--- src/rtl/cpu_pkg.sv ---
// cpu_pkg: shared opcodes, branch/ALU encodings, instruction field
// positions and fetch state type for the CPU datapath.
package cpu_pkg;

  localparam logic [7:0] OP_ADD   = 8'h00;
  localparam logic [7:0] OP_SUB   = 8'h01;
  localparam logic [7:0] OP_AND   = 8'h02;
  localparam logic [7:0] OP_OR    = 8'h03;
  localparam logic [7:0] OP_MOV   = 8'h04;
  localparam logic [7:0] OP_LOADI = 8'h05;
  localparam logic [7:0] OP_J     = 8'h06;
  localparam logic [7:0] OP_BEQ   = 8'h07;
  localparam logic [7:0] OP_BNE   = 8'h08;
  localparam logic [7:0] OP_SLL   = 8'h09;
  localparam logic [7:0] OP_SRL   = 8'h0A;
  localparam logic [7:0] OP_SRA   = 8'h0B;
  localparam logic [7:0] OP_ROL   = 8'h0C;
  localparam logic [7:0] OP_ROR   = 8'h0D;

  localparam logic [1:0] BR_NONE = 2'b00;
  localparam logic [1:0] BR_J    = 2'b01;
  localparam logic [1:0] BR_EQ   = 2'b10;
  localparam logic [1:0] BR_NE   = 2'b11;

  localparam logic [2:0] ALU_FWD   = 3'b000;
  localparam logic [2:0] ALU_ADD   = 3'b001;
  localparam logic [2:0] ALU_AND   = 3'b010;
  localparam logic [2:0] ALU_OR    = 3'b011;
  localparam logic [2:0] ALU_SHIFT = 3'b100;

  localparam int OPC_MSB = 31;
  localparam int OPC_LSB = 24;
  localparam int OFF_MSB = 23;
  localparam int OFF_LSB = 16;
  localparam int RD_MSB  = 18;
  localparam int RD_LSB  = 16;
  localparam int RT_MSB  = 10;
  localparam int RT_LSB  = 8;
  localparam int RS_MSB  = 2;
  localparam int RS_LSB  = 0;
  localparam int IMM_MSB = 7;
  localparam int IMM_LSB = 0;

  typedef enum logic [1:0] {
    ST_IDLE  = 2'd0,
    ST_FETCH = 2'd1,
    ST_EXEC  = 2'd2
  } fetch_state_e;

  function automatic logic br_taken(
    input logic [1:0] br,
    input logic       zero
  );
    logic t;
    t = 1'b0;
    unique case (br)
      BR_J:    t = 1'b1;
      BR_EQ:   t = zero;
      BR_NE:   t = !zero;
      default: t = 1'b0;
    endcase
    return t;
  endfunction

endpackage

--- src/rtl/pc_next_logic.sv ---
// pc_next_logic: sequential and branch-target adders plus the
// taken decision that selects between them.
module pc_next_logic
  import cpu_pkg::*;
(
  input  logic [31:0] i_pc,
  input  logic [7:0]  i_offset,
  input  logic [1:0]  i_branch,
  input  logic        i_zero,
  output logic [31:0] o_next_pc
);

  logic [31:0] w_seq;
  logic [31:0] w_ext;
  logic [31:0] w_tgt;
  logic        w_taken;

  assign w_seq   = i_pc + 32'd4;
  // word offset: sign-extend then scale to bytes
  assign w_ext   = {{22{i_offset[7]}}, i_offset, 2'b00};
  assign w_tgt   = w_seq + w_ext;
  assign w_taken = br_taken(i_branch, i_zero);

  assign o_next_pc = w_taken ? w_tgt : w_seq;

endmodule

--- src/rtl/instruction_fetch_unit.sv ---
// instruction_fetch_unit: owns PC and IR, fetches through a busywait
// handshake and presents the IR fields to control and register file.
module instruction_fetch_unit
  import cpu_pkg::*;
#(
  parameter int IMEM_AW = 8
) (
  input  logic               CLK,
  input  logic               RESET_N,
  output logic               IMEM_READ,
  output logic [IMEM_AW-1:0] IMEM_ADDRESS,
  input  logic               IMEM_BUSYWAIT,
  input  logic [31:0]        IMEM_INSTR,
  output logic [31:0]        PC,
  output logic [7:0]         OPCODE,
  output logic [2:0]         RD,
  output logic [2:0]         RT,
  output logic [2:0]         RS,
  output logic [7:0]         IMMEDIATE,
  output logic [7:0]         OFFSET,
  output logic               INSTR_VALID,
  input  logic [1:0]         BRANCH,
  input  logic               ZERO,
  input  logic               STALL
);

  fetch_state_e r_state;
  logic [31:0]  r_pc;
  logic [31:0]  r_ir;
  logic [31:0]  w_next_pc;

  pc_next_logic u_pc_next (
    .i_pc      (r_pc),
    .i_offset  (r_ir[OFF_MSB:OFF_LSB]),
    .i_branch  (BRANCH),
    .i_zero    (ZERO),
    .o_next_pc (w_next_pc)
  );

  always_ff @(posedge CLK or negedge RESET_N) begin
    if (!RESET_N) begin
      r_state <= ST_IDLE;
      r_pc    <= 32'd0;
      r_ir    <= 32'd0;
    end else begin
      unique case (r_state)
        ST_IDLE: r_state <= ST_FETCH;
        ST_FETCH: begin
          if (!IMEM_BUSYWAIT) begin
            r_ir    <= IMEM_INSTR;
            r_state <= ST_EXEC;
          end
        end
        ST_EXEC: begin
          if (!STALL) begin
            r_pc    <= w_next_pc;
            r_state <= ST_FETCH;
          end
        end
        default: r_state <= ST_IDLE;
      endcase
    end
  end

  assign IMEM_READ    = (r_state == ST_FETCH);
  assign INSTR_VALID  = (r_state == ST_EXEC);
  assign IMEM_ADDRESS = r_pc[IMEM_AW+1:2];
  assign PC           = r_pc;

  assign OPCODE    = r_ir[OPC_MSB:OPC_LSB];
  assign OFFSET    = r_ir[OFF_MSB:OFF_LSB];
  assign RD        = r_ir[RD_MSB:RD_LSB];
  assign RT        = r_ir[RT_MSB:RT_LSB];
  assign RS        = r_ir[RS_MSB:RS_LSB];
  assign IMMEDIATE = r_ir[IMM_MSB:IMM_LSB];

endmodule

--- config.mk ---
export PLATFORM = sky130hd
export DESIGN_NAME = instruction_fetch_unit
export DESIGN_NICKNAME = d
export VERILOG_FILES = /design/src/rtl/cpu_pkg.sv /design/src/rtl/pc_next_logic.sv /design/src/rtl/instruction_fetch_unit.sv
export SDC_FILE = /design/constraint.sdc
export NUM_CORES = 1
export LEC_CHECK = 0
export BUFFER_PORTS_ARGS = -buffer_cell sky130_fd_sc_hd__buf_2
export CORE_MARGIN = 1.5
export CORE_UTILIZATION = 35
export DETAILED_ROUTE_END_ITERATION = 8
export GPL_TIMING_DRIVEN = 0
export PLACE_DENSITY_LB_ADDON = 0.12
export SYNTH_ARGS = -nofsm -noshare
export SYNTH_HDL_FRONTEND = slang
export SYNTH_SLANG_ARGS = --single-unit
export TNS_END_PERCENT = 1
--- constraint.sdc ---
create_clock -name CLK -period 4 [get_ports CLK]
set_clock_uncertainty 0.2 [all_clocks]
set_input_delay 0.4 -clock CLK [delete_from_list [all_inputs] [get_ports CLK]]
set_output_delay 0.4 -clock CLK [all_outputs]
set_load 0.005 [all_outputs]
### After elaboration in Yosys (flattened, before gate mapping)

Cells that the tools add are included.

| word-level totals | value |
|---|---|
| register bits | 66 |
| input bits | 39 |
| output and inout bits | 75 |

| cells by class | value |
|---|---|
| add/subtract/negate cells | 2 |
| equality and inequality tests | 7 |
| muxes and demuxes | 5 |
| bitwise logic cells | 2 |
| reduce and logical (&&, ||, !) cells | 5 |

Operators by type and width:

| cell | number |
|---|---|
| $add A32 B3 Y32 const B | 1 |
| $add A32 B32 Y32 | 1 |
| $mux W32 | 1 |
| $eq A2 B2 Y1 const B | 3 |
| $pmux W2 S3 | 1 |
| $reduce_and A2 Y1 | 3 |
| $eq A2 B1 Y1 const B | 2 |
| $mux W2 | 2 |
| $ne A2 B2 Y1 const B | 2 |
| $pmux W1 S3 | 1 |
| $logic_not A2 Y1 | 1 |
| $not A1 Y1 | 2 |
| $logic_not A1 Y1 | 1 |

### Logic depth before layout (Yosys ltp)

| depth | value |
|---|---|
| depth in word-level cells | 3 |
| gate-level depth with buffers | 17 |
| gate-level depth less buffers | 15 |

### Modules after synthesis

A second synthesis with hierarchy kept.

| unflattened totals | value |
|---|---|
| cells, all modules | 558 |
| area, all modules | 5290.1 um^2 |

By module, submodules not included:

| module | instances | cells each | area an instance (um^2) | seq. area each (um^2) |
|---|---|---|---|---|
| pc_next_logic | 1 | 410 | 2768.9 | 0.0 |
| instruction_fetch_unit | 1 | 148 | 2521.2 | 1526.5 |

### Worst setup path before layout

No wires, ideal clock.

| timing | value |
|---|---|
| path type | flip-flop to flip-flop |
| from | register r_pc[4], in the netlist PC[4] |
| to | register r_pc[25], in the netlist PC[25] |
| setup time | 0.087 ns |
| data arrival time | 3.344 ns |
| setup slack | 0.370 ns |
| cell stages (with the launch flop) | 15 |
| path buffers | 0 |
| cell sequence | dfrtp_1 > and4_4 > nor2b_1 > nand3_1 > nor2_1 > xor2_1 > ha_1 > a21o_1 > a21o_1 > a2111oi_0 > a31oi_1 > o221ai_2 > nor2_1 > mux2_2 > o211ai_1 |

| on the way | value |
|---|---|
| word-level cells in the longest chain between the ends | 3 |

Ends and longest elaborated chain:

| element | RTL line | source |
|---|---|---|
| start: declaration | instruction_fetch_unit.sv:28 | `logic [31:0] r_pc;` |
| start signal: assignment | instruction_fetch_unit.sv:56 | `r_pc <= w_next_pc;` |
| $add A32 B3 Y32 (*) | pc_next_logic.sv:18 | `assign w_seq = i_pc + 32'd4;` |
| $add A32 B32 Y32 | pc_next_logic.sv:21 | `assign w_tgt = w_seq + w_ext;` |
| $mux W32 (*) | pc_next_logic.sv:24 | `assign o_next_pc = w_taken ? w_tgt : w_seq;` |

Mark *: on every way between the ends. The rest lies on a longest branch, timed or not.
A chain may end at the register's enable or synchronous reset.

### Worst setup path in the final report

| timing | value |
|---|---|
| from | register r_pc[4], in the netlist PC[4] |
| to | register r_pc[31], in the netlist PC[31] |

Same word-level chain as after synthesis.

==> impl_metrics.toml <==
[global_routing]
grt-ovfl-total = 0
grt_pass1_vias = 4845
antenna_found_initial = 0
grt_util_all_layers_pct = 22.0
grt_pass1_wl_um = 25400
grt_max_degree = 60

[pwr]
power_leakage_nw = 2.91
p_seq_share_pct = 19.3
power.share.switching_pct = 46.9
power.density_nw_per_um2 = 1060
pwr-share-clk_pct = 12.7
share_comb_of_total_power_pct = 68.0
p_int_mw = 3.64
ir_worst_vdd_uv = 371
power_mw = 6.85
p_switching_mw = 3.21

[detailed_routing]
route.detailed.drc = 0
drtIter0Drc = 239
via_count = 4992
dr_wl_met3_um = 972
top_layer = "met4"
drt-met1-wl_um = 7140
via_per_inst = 5.47
drt_wl_total_um = 15900
wl_met2_um = 7530
ant_nets = 0
wl_per_cell_um = 17.4
first_pass_iters = 4

[synthesis]
synth_cell_types = 66
synth.area.top_cells = "dfrtp_1 (29%), ha_1 (9.1%), xnor2_1 (6.4%)"
yosysSeqAreaShare_pct = 29.0
yosysTopAreaCell = "dfrtp_1"
avgSynthCellArea_um2 = 8.46
yosysWarnings = 0
synth_compound_area_share_pct = 21.0
synth-main-ff-cell = "dfrtp_1"
syn_area_um2 = 5090
synthCells = 601
synthAdderAreaFrac_pct = 9.49
synth_top_family_by_area = "compound AO/OA/AOI/OAI gates"
synth_xor_area_share_pct = 8.26
synth-edff-count = 0
async_reset_ff_share_pct = 100
synthMuxAreaShare_pct = 6.81
synth_seq_cells = 59
synth_common_cells = "nand2_1 (62), dfrtp_1 (59), a21oi_1 (53), nor2_1 (47)"
synth-simple-area-share_pct = 19.9
yosys.area.top_type_share_pct = 29.0
synth_most_common_cell = "nand2_1"

[final_layout]
multi_input_area_um2 = 3520
regArea_um2 = 1480
syn_to_final_growth_pct = 27.4
drive_gt1_share_pct = 32.1
finalInstanceArea_um2 = 6480
nets = 806
nFillCells = 1394
antennaDiodeCount = 0

[worst_setup_path]
endpoint_kind = "flop"
worstSetupEndpoint = "PC[31]"
crit_arrival_ps = 3910
path_cells = "and4_4 -> nand3_4 -> nor4_4 -> buf_4 -> buf_4 -> nor2b_1 -> xnor2_1 -> ha_1 -> nand2_1 -> nor2_1 -> nor2_1 -> nand3_1 -> nand2_2 -> or4_4 -> nand4b_1 -> o211ai_2"
required_ps = 4030
crit_family = "simple AND/OR/NAND/NOR gates"
crit_slowest_cell = "dfrtp_2"
path_class = "flop to flop"
max_stage_delay_ps = 430
crit_buf_inv = 2
worstRegToRegCells = 16
worstPathMaxFanout = 8
r2r_start = "PC[4]"
startpoint_type = "flop"
crit_start = "PC[4]"
r2r_setup_slack_ps = 120
crit_cells = 16
r2r_end = "PC[31]"

[clock_network]
clkSinkCount = 59
htreeDepth = 3
tritoncts = "done"
numCtsBuffers = 9
cts_buffer_depth = 2
clk_pin_slew_ps = 60
cts_root_buffer = "clkbuf_16"
hold_buffers = 0
clk_latency_ps = 350

[sta]
setup_tns_ps = 0
slew-limit-headroom_pct = 26.8
finalSetupViolations = 0
timing.final.crit_share_pct = 97.0
finalHoldWorstSlack_ps = -73.0
period_needed_ps = 3880
rsz0062_at_grt = "true"
final-hold-violation-count = 59
max_freq_mhz = 258
worstMarginPinSlew_ps = 1090
drv_slew = 0

[floorplan]
die_w_um = 124
io_pins = 114
die_height_um = 124
row_count = 43
core_area_um2 = 14000
start_util_pct = 36.2
dieArea_um2 = 15300

[place]
port_buffers = 106
place.detailed.hpwl_um = 11600
placed_area_um2 = 5870
gp_congestion = 0.940

[job]
cap_violations = 0

[outcome]
violations = "hold timing"
status = "complete, but fails checks"

[hold_path]
hold_path.class = "primary input to asynchronous set/reset pin"
==> power by group through the flow <==
stage          Sequential (mW)  Combinational, mW  Clock [mW]
6_report                  1.32               4.66       0.871
5_1_grt                   1.38               5.14       0.911
4_1_cts                   1.30               4.37       0.893
3_5_place_dp              1.29               4.31           0
3_3_place_gp              1.31               4.19           0
2_1_floorplan             1.25               3.13           0
==> state kept, by name, indices dropped and copies added, names as in the netlist <==
register,cells
PC,30
r_ir,27
r_state,2
==> metrics by stage <==
step                      utilization (%)  cells  setup slack [ps]  hold WS [ps]
after floorplan                         -    602               370         -95.6
after global placement               41.6    888              -420           285
after detailed placement             41.8    889              -460           290
after CTS                            44.7    902              5.98          73.9
after global routing                 46.2    913             -45.0          18.7
final                                46.2    913               119         -73.0
==> layout by cell type (no fill, tap or decap), types with 4 or more instances in the layout <==
| cell | count |
|---|---|
| buf_2 | 106 |
| nand2_1 | 59 |
| dfrtp_1 | 53 |
| a21oi_1 | 50 |
| nor2_1 | 45 |
| o21ai_0 | 35 |
| xnor2_1 | 34 |
| buf_4 | 32 |
| ha_1 | 31 |
| mux2_2 | 28 |
| nand3_1 | 21 |
| a21o_1 | 21 |
| inv_1 | 16 |
| clkbuf_1 | 13 |
| xor2_1 | 11 |
| nor3_1 | 11 |
| nand4_1 | 10 |
| a31oi_1 | 10 |
| clkbuf_16 | 9 |
| dfrtp_2 | 6 |
| nor2b_1 | 6 |
| o22ai_1 | 6 |
| o211ai_1 | 5 |
| o21bai_1 | 5 |
| ha_2 | 5 |
| nand2b_1 | 4 |
| buf_1 | 4 |
| o21ai_1 | 4 |
==> routing by layer <==
metal | global-route usage, % | vias to the layer above
met1 | 28.0 | 2406
li1 | - | 2413
met4 | 6.11 | 0
met2 | 36.2 | 150
met3 | 6.46 | 23
met5 | 0 | -
==> what timing repair did <==
action / CTS / global route
setup endpoints to repair: 6 / 6
pin swaps: 4 / 13
resized for setup: 20 / 33
setup buffers: 2 / 12
==> worst min-delay path by stage <==
| stage | startpoint | to | cells after the start |
|---|---|---|---|
| after global routing | RESET_N | r_ir[25] | 1 |
| after detailed placement | r_ir[31] | r_ir[31] | 1 |
| after global placement | r_state[0] | r_state[0] | 1 |
| final | RESET_N | r_ir[25] | 1 |
| after floorplan | RESET_N | PC[10] | 0 |
| after CTS | IMEM_INSTR[23] | r_ir[23] | 2 |
==> cells by family (layout without fill, tap and decap cells) <==
kind of cell | after synthesis | after routing
fa+ha+maj | 38 | 38
buf+inv | 57 | 188
simple gates | 200 | 200
xor+xnor | 48 | 48
other cells | 1 | 2
mux | 31 | 31
compound gates | 167 | 167
flops | 59 | 59
==> layout make-up <==
type | instances | share of cell area (%)
Sequential cell | 59 | 22.9
Tap cell | 180 | 3.47
Clock buffer | 11 | 3.90
Clock inverter | 4 | 1.14
Timing Repair Buffer | 121 | 10.3
Inverter | 16 | 0.926
Buffer | 36 | 3.11
Multi-Input combinational cell | 486 | 54.3
No activity file was read; power rests on OpenSTA's default activity.
